<file path="config.mk">
export PLATFORM = sky130hd
export DESIGN_NAME = mask_unit_read_scheduler_flat
export DESIGN_NICKNAME = d
export VERILOG_FILES = /design/src/rtl/mask_unit_read_scheduler_if.sv /design/src/rtl/mask_unit_read_scheduler.sv /design/src/flat_wrapper.sv
export SDC_FILE = /design/constraint.sdc
export NUM_CORES = 1
export LEC_CHECK = 0
export BUFFER_PORTS_ARGS = -buffer_cell sky130_fd_sc_hd__buf_2
export CORE_ASPECT_RATIO = 1.4
export CORE_MARGIN = 2
export CORE_UTILIZATION = 53
export DETAILED_ROUTE_END_ITERATION = 6
export PLACE_DENSITY = 0.8
export SKIP_LAST_GASP = 1
export SLEW_MARGIN = 40
export SYNTH_ARGS = -nofsm -noshare
export SYNTH_HDL_FRONTEND = slang
export SYNTH_SLANG_ARGS = --single-unit
</file>
<file path="constraint.sdc">
create_clock -name clock -period 3.61 [get_ports clock]
set_input_delay 0.1805 -clock clock [delete_from_list [all_inputs] [get_ports clock]]
set_output_delay 0.1805 -clock clock [all_outputs]
set_load 0.1 [all_outputs]
</file>
<file path="src/rtl/mask_unit_read_scheduler_if.sv">
// rtl/mask_unit_read_scheduler_if.sv - requester, crossbar and lane-response bundle for the read scheduler
interface mask_unit_read_scheduler_if #(
    parameter int CNT_W = 2
);
    logic [3:0]         req_valid;
    logic [3:0]         req_ready;
    logic [19:0]        req_vs;
    logic [23:0]        req_offset;
    logic [7:0]         req_readLane;
    logic [7:0]         req_dataOffset;
    logic [3:0]         xbar_valid;
    logic [3:0]         xbar_ready;
    logic [19:0]        xbar_vs;
    logic [23:0]        xbar_offset;
    logic [7:0]         xbar_readLane;
    logic [7:0]         xbar_dataOffset;
    logic [3:0]         resp_valid;
    logic [4*CNT_W-1:0] credit;
    logic               busy;
    logic               credit_err;

    modport master (
        output req_valid, req_vs, req_offset, req_readLane, req_dataOffset,
        output xbar_ready, resp_valid,
        input  req_ready, xbar_valid, xbar_vs, xbar_offset, xbar_readLane, xbar_dataOffset,
        input  credit, busy, credit_err
    );

    modport slave (
        input  req_valid, req_vs, req_offset, req_readLane, req_dataOffset,
        input  xbar_ready, resp_valid,
        output req_ready, xbar_valid, xbar_vs, xbar_offset, xbar_readLane, xbar_dataOffset,
        output credit, busy, credit_err
    );
endinterface

</file>
<file path="src/rtl/mask_unit_read_scheduler.sv">
// rtl/mask_unit_read_scheduler.sv - holding stage, starvation override and per-lane credits for the 4x4 read crossbar
module mask_unit_read_scheduler #(
    parameter int STARVE_LIMIT = 8,
    parameter int CREDITS      = 2,
    parameter int CNT_W        = $clog2(CREDITS + 1)
) (
    input  logic clock,
    input  logic reset,
    input  logic flush,
    mask_unit_read_scheduler_if.slave bus
);
    localparam logic [7:0]       AGE_MAX  = 8'(STARVE_LIMIT);
    localparam logic [CNT_W-1:0] CRED_MAX = CNT_W'(CREDITS);
    localparam logic [CNT_W-1:0] CRED_ONE = CNT_W'(1);

    logic [3:0]       holdValid;
    logic [4:0]       holdVs         [4];
    logic [5:0]       holdOffset     [4];
    logic [1:0]       holdLane       [4];
    logic [1:0]       holdDataOffset [4];
    logic [7:0]       age            [4];
    logic [CNT_W-1:0] cred           [4];
    logic             creditErr;

    logic [3:0] elig;
    logic [3:0] starved;
    logic [3:0] xbarValid;
    logic [3:0] fire;
    logic [3:0] reqReady;
    logic [3:0] load;
    logic [3:0] laneFire;
    logic       found;
    logic [1:0] sIdx;

    always_comb begin
        elig    = '0;
        starved = '0;
        for (int i = 0; i < 4; i++) begin
            elig[i]    = holdValid[i] && (cred[holdLane[i]] != '0);
            starved[i] = elig[i] && (age[i] == AGE_MAX);
        end
    end

    // Descending scan leaves the lowest-index starved requester selected.
    always_comb begin
        found = 1'b0;
        sIdx  = 2'd0;
        for (int i = 3; i >= 0; i--) begin
            if (starved[i]) begin
                found = 1'b1;
                sIdx  = 2'(i);
            end
        end
    end

    always_comb begin
        xbarValid = '0;
        for (int i = 0; i < 4; i++) begin
            xbarValid[i] = elig[i] &&
                           !(found && (sIdx != 2'(i)) && (holdLane[i] == holdLane[sIdx]));
        end
    end

    assign fire     = xbarValid & bus.xbar_ready;
    assign reqReady = flush ? 4'b0000 : (~holdValid | fire);
    assign load     = bus.req_valid & reqReady;

    always_comb begin
        laneFire = '0;
        for (int i = 0; i < 4; i++) begin
            if (fire[i]) laneFire[holdLane[i]] = 1'b1;
        end
    end

    always_ff @(posedge clock or posedge reset) begin
        if (reset) begin
            holdValid <= '0;
            for (int i = 0; i < 4; i++) begin
                holdVs[i]         <= '0;
                holdOffset[i]     <= '0;
                holdLane[i]       <= '0;
                holdDataOffset[i] <= '0;
                age[i]            <= '0;
            end
        end else begin
            for (int i = 0; i < 4; i++) begin
                if (flush) begin
                    holdValid[i] <= 1'b0;
                end else if (load[i]) begin
                    holdValid[i]      <= 1'b1;
                    holdVs[i]         <= bus.req_vs[i*5 +: 5];
                    holdOffset[i]     <= bus.req_offset[i*6 +: 6];
                    holdLane[i]       <= bus.req_readLane[i*2 +: 2];
                    holdDataOffset[i] <= bus.req_dataOffset[i*2 +: 2];
                end else if (fire[i]) begin
                    holdValid[i] <= 1'b0;
                end
                // A request loaded on its predecessor's fire cycle starts fresh at zero.
                if (flush || !holdValid[i] || fire[i]) begin
                    age[i] <= '0;
                end else if (age[i] != AGE_MAX) begin
                    age[i] <= age[i] + 8'd1;
                end
            end
        end
    end

    always_ff @(posedge clock or posedge reset) begin
        if (reset) begin
            creditErr <= 1'b0;
            for (int l = 0; l < 4; l++) cred[l] <= CRED_MAX;
        end else begin
            for (int l = 0; l < 4; l++) begin
                case ({laneFire[l], bus.resp_valid[l]})
                    2'b10: cred[l] <= cred[l] - CRED_ONE;
                    2'b01: begin
                        if (cred[l] == CRED_MAX) creditErr <= 1'b1;
                        else                     cred[l]   <= cred[l] + CRED_ONE;
                    end
                    default: ;
                endcase
            end
        end
    end

    always_comb begin
        bus.xbar_valid      = xbarValid;
        bus.req_ready       = reqReady;
        bus.busy            = |holdValid;
        bus.credit_err      = creditErr;
        bus.xbar_vs         = '0;
        bus.xbar_offset     = '0;
        bus.xbar_readLane   = '0;
        bus.xbar_dataOffset = '0;
        bus.credit          = '0;
        for (int i = 0; i < 4; i++) begin
            bus.xbar_vs[i*5 +: 5]         = holdVs[i];
            bus.xbar_offset[i*6 +: 6]     = holdOffset[i];
            bus.xbar_readLane[i*2 +: 2]   = holdLane[i];
            bus.xbar_dataOffset[i*2 +: 2] = holdDataOffset[i];
            bus.credit[i*CNT_W +: CNT_W]  = cred[i];
        end
    end
endmodule

</file>
<file path="src/flat_wrapper.sv">
// flat-port wrapper written by rule: the top's interface ports become plain ports
module mask_unit_read_scheduler_flat 
#(
    parameter int STARVE_LIMIT = 8,
    parameter int CREDITS      = 2,
    parameter int CNT_W        = $clog2(CREDITS + 1)
)
  (clock, reset, flush, bus_req_valid, bus_req_vs, bus_req_offset, bus_req_readLane, bus_req_dataOffset, bus_xbar_ready, bus_resp_valid, bus_req_ready, bus_xbar_valid, bus_xbar_vs, bus_xbar_offset, bus_xbar_readLane, bus_xbar_dataOffset, bus_credit, bus_busy, bus_credit_err);
  mask_unit_read_scheduler_if #(.CNT_W(CNT_W)) bus_i ();
  input  logic clock;
  input  logic reset;
  input  logic flush;
  input wire logic [$bits(bus_i.req_valid)-1:0] bus_req_valid;
  input wire logic [$bits(bus_i.req_vs)-1:0] bus_req_vs;
  input wire logic [$bits(bus_i.req_offset)-1:0] bus_req_offset;
  input wire logic [$bits(bus_i.req_readLane)-1:0] bus_req_readLane;
  input wire logic [$bits(bus_i.req_dataOffset)-1:0] bus_req_dataOffset;
  input wire logic [$bits(bus_i.xbar_ready)-1:0] bus_xbar_ready;
  input wire logic [$bits(bus_i.resp_valid)-1:0] bus_resp_valid;
  output wire logic [$bits(bus_i.req_ready)-1:0] bus_req_ready;
  output wire logic [$bits(bus_i.xbar_valid)-1:0] bus_xbar_valid;
  output wire logic [$bits(bus_i.xbar_vs)-1:0] bus_xbar_vs;
  output wire logic [$bits(bus_i.xbar_offset)-1:0] bus_xbar_offset;
  output wire logic [$bits(bus_i.xbar_readLane)-1:0] bus_xbar_readLane;
  output wire logic [$bits(bus_i.xbar_dataOffset)-1:0] bus_xbar_dataOffset;
  output wire logic [$bits(bus_i.credit)-1:0] bus_credit;
  output wire logic [$bits(bus_i.busy)-1:0] bus_busy;
  output wire logic [$bits(bus_i.credit_err)-1:0] bus_credit_err;
  assign bus_i.req_valid = bus_req_valid;
  assign bus_i.req_vs = bus_req_vs;
  assign bus_i.req_offset = bus_req_offset;
  assign bus_i.req_readLane = bus_req_readLane;
  assign bus_i.req_dataOffset = bus_req_dataOffset;
  assign bus_i.xbar_ready = bus_xbar_ready;
  assign bus_i.resp_valid = bus_resp_valid;
  assign bus_req_ready = bus_i.req_ready;
  assign bus_xbar_valid = bus_i.xbar_valid;
  assign bus_xbar_vs = bus_i.xbar_vs;
  assign bus_xbar_offset = bus_i.xbar_offset;
  assign bus_xbar_readLane = bus_i.xbar_readLane;
  assign bus_xbar_dataOffset = bus_i.xbar_dataOffset;
  assign bus_credit = bus_i.credit;
  assign bus_busy = bus_i.busy;
  assign bus_credit_err = bus_i.credit_err;
  mask_unit_read_scheduler #(.STARVE_LIMIT(STARVE_LIMIT), .CREDITS(CREDITS), .CNT_W(CNT_W)) u_core (.clock(clock), .reset(reset), .flush(flush), .bus(bus_i));
endmodule
</file>
==> key figures <==
Status
  – Outcome: finished clean

Final layout
  – Layout Nets: between 700 and 800
  – Share of post-route cells with drive strength above 1: 0.437
  – Most common cell after layout, fill and taps aside: buf_2
  – Multi-input combinational cell area: 3180 µm²
  – Post-route design area: 7540 µm²
  – Most frequent cells in the layout: buf_2 (145), dfrtp_1 (88), buf_4 (37), mux2_2 (35), nand3_1 (31)
  – Diode count: 0
  – Final core occ: 0.701
  – Register area: approximately 2700 µm²
  – Filler cells: just under 800
  – Area grow syn2layout: 29.8%

Logic synthesis
  – EDFF count, synth: 0
  – Syn Nets: a little over 600
  – Top cells by area, synth: dfrtp_1 (44%), mux2_2 (6.8%), mux2_1 (5.4%), xor2_1 (3.3%), nand3_1 (2.8%)
  – Syn Std Cell Area: ~5800 µm²
  – Post-synthesis sequential area ratio: 0.453
  – FFs w/ async S/R, synth: 1.00
  – Seq cells post-synth: 105
  – Number of library cell types mapped by synthesis: 78
  – Largest area contributor in the netlist: dfrtp_1
  – Yosys Warn Count: 0
  – Ys flop type: dfrtp_1
  – Area share of the largest cell type after synthesis: 0.435
  – Synth Instances: ~530
  – Syn avg cell area: around 11 µm²

Power
  – Leak: approximately 3.4 nW
  – Worst VDD drop: about 700 µV
  – Power density cells: 828 nW/µm²
  – Total power: about 6.2 mW
  – Combinational Power Share: 0.567
  – Register share of total power: 0.273
  – Switch share: 0.545
  – Int Power: between 2 and 3 mW
  – Switching power: approximately 3.4 mW
  – Clock power share: 0.161

Timing
  – F_max: about 280 MHz
  – Final setup violation count: 0
  – Fin crit share: 0.979
  – WHS: 0.0362 ns
  – Slew @ Worst Pin: roughly 0.61 ns
  – Tmin final: approximately 3.5 ns
  – Final Max Slew Viols: 0
  – Final hold violations: 0
  – RSZ-0062 raised after global routing: true
  – Slew HR: 0.593
  – Layout Skew: approximately 0.011 ns
  – Fin Setup TNS: 0 ns

Worst setup path
  – Critical path type: register to output port
  – Critical path fanouts, max: 7
  – Cell family with most CP delay: compound AO/OA/AOI/OAI gates
  – Crit. End Element: output port
  – Worst-path cell chain: or2_1 > mux4_2 > a32o_1 > o21ai_4 > a21boi_4 > buf_4 > xnor2_1 > and3_2 > o21ai_4 > nor2b_4 > buf_12
  – Worst Path Buf+Inv: 2
  – Max stage delay on crit path: roughly 0.52 ns
  – CP arrival: roughly 3.4 ns
  – Worst Path Required: 3.43 ns
  – Startpoint types: register
  – Worst path most repeated cell: o21ai_4
  – Slowest CP cell: mux4_2

Floorplan
  – Die H: roughly 130 µm
  – Die area: between 10000 and 15000 µm²
  – Initial Util: 0.540
  – Row Count: 45
  – # IOs: 153
  – Horiz. Die Dim: between 90 and 100 µm
  – Core ar.: around 11000 µm²

Place
  – Placed Area: 7030 µm²
  – Buffers on Ports: ~150
  – Routability cong.: approximately 0.94
  – HPWL Detailed: around 11000 µm

Clocking
  – TritonCTS clock tree: done
  – Htree depth: 3
  – Clk Latency, worst-skew pair: 0.36 ns
  – Max Buffers Root-to-Sink: 2
  – Clock buffer count from CTS: 9
  – CTS root buf: clkbuf_16
  – CTS sink count: between 100 and 150
  – Clk pin slew, worst setup/hold paths: approximately 0.07 ns

Routing
  – Remaining DRCs: 0
  – Routed vias/inst: roughly 5.6
  – TritonRoute pass-1 iters: 4
  – Wirelength, routed: approximately 15000 µm
  – Routed vias: just under 5000
  – Iter 0 DRT Violations: approximately 270
  – ANT nets after route: 0
  – DR WL/cell: 18.0 µm

Global route
  – Largest net degree at the start of global routing: 85
  – Antenna violations before repair: 0
  – Vias in the first global route: 5129
  – Global-route wire length before repair: ~25000 µm
  – GRT Util Overall: 0.264
  – Total congestion overflow: 0

Job
  – Max Cap Viol: 0

Min path
  – Hold Crit Class: primary input to register
==> per-stage QoR <==
stage	worst slack [ns]	cells
finish	0.0775	853
global route	-0.0718	853
CTS	0.00118	846
detailed placement	0.136	826
global placement	0.259	826
floorplan	-0.114	526
==> sequential cells by signal, summed over array words and instances (netlist names) <==
| name | cells |
|---|---|
| u_core.bus.xbar_vs | 20 |
| u_core.bus.xbar_readLane | 8 |
| u_core.bus.credit_err | 1 |
| u_core.bus.xbar_offset | 24 |
| u_core.bus.credit | 8 |
| u_core.holdValid | 4 |
| u_core.bus.xbar_dataOffset | 8 |
| u_core.age | 32 |
==> logic make-up (layout without fill, tap and decap cells) <==
kind of cell	count (synthesis)	count (layout)	share of synthesized area
compound gates	76	76	0.108
simple gates	187	187	0.180
buf+inv	36	222	0.0308
flops	105	105	0.453
mux	77	77	0.156
fa+ha+maj	8	8	0.0172
xor+xnor	37	37	0.0558
==> worst paths after layout <==
check	cells past startpoint	start	slack [ns]	to
max in group asynchronous	4	reset	2.53	u_core.bus.xbar_vs[11]
worst min-delay path	2	bus_req_vs[3]	0.04	u_core.bus.xbar_vs[3]
worst max register to register	14	u_core.age[0]	0.19	u_core.bus.credit_err
min in group asynchronous	3	reset	0.45	u_core.bus.xbar_vs[7]
worst min register to register	1	u_core.bus.xbar_vs[3]	0.48	u_core.bus.xbar_vs[3]
worst max-delay path	11	u_core.bus.credit[6]	0.08	bus_req_ready[2]
==> Yosys cell counts (all sizes together) (12+ instances only) <==
cell,number
xnor2,15
mux2,63
nand2,23
a21oi,14
nor2,33
inv,14
dfrtp,101
nor3,28
xor2,22
nand3,32
buf,12
o21ai,13
and3,14
==> what timing repair did <==
action,in CTS,in global routing
setup endpoints to repair,2,37
hold endpoints to repair,5,0
hold buffers,1,0
buffers inserted,3,7
pin swaps,3,7
resized for setup,4,23
==> routing by layer <==
| layer | vias to the layer above | track usage | share of wire |
|---|---|---|---|
| li1 | 2260 | - | - |
| met1 | 2358 | 0.288 | 0.38 |
| met2 | 144 | 0.497 | 0.55 |
| met3 | 43 | 0.0406 | 0.041 |
| met4 | 0 | 0.119 | 0.030 |
| met5 | - | 0 | 0 |
==> power by group through the flow <==
stage          clock, mW  combinational, mW  sequential (mW)
3_3_place_gp           0               3.39             1.70
4_1_cts             1.02               3.48             1.70
2_1_floorplan          0               1.08             3.39
3_5_place_dp           0               3.43             1.73
6_report            1.00               3.54             1.70
5_1_grt             1.06               3.67             1.74
==> cell type report <==
class,instances,area share
Clock inverter,6,0.00879
Tap cell,141,0.0234
Clock buffer,10,0.0304
Inverter,14,0.00796
Sequential cell,105,0.352
Timing Repair Buffer,192,0.156
Multi-Input combinational cell,385,0.421
No activity file was read; power rests on OpenSTA's default activity.
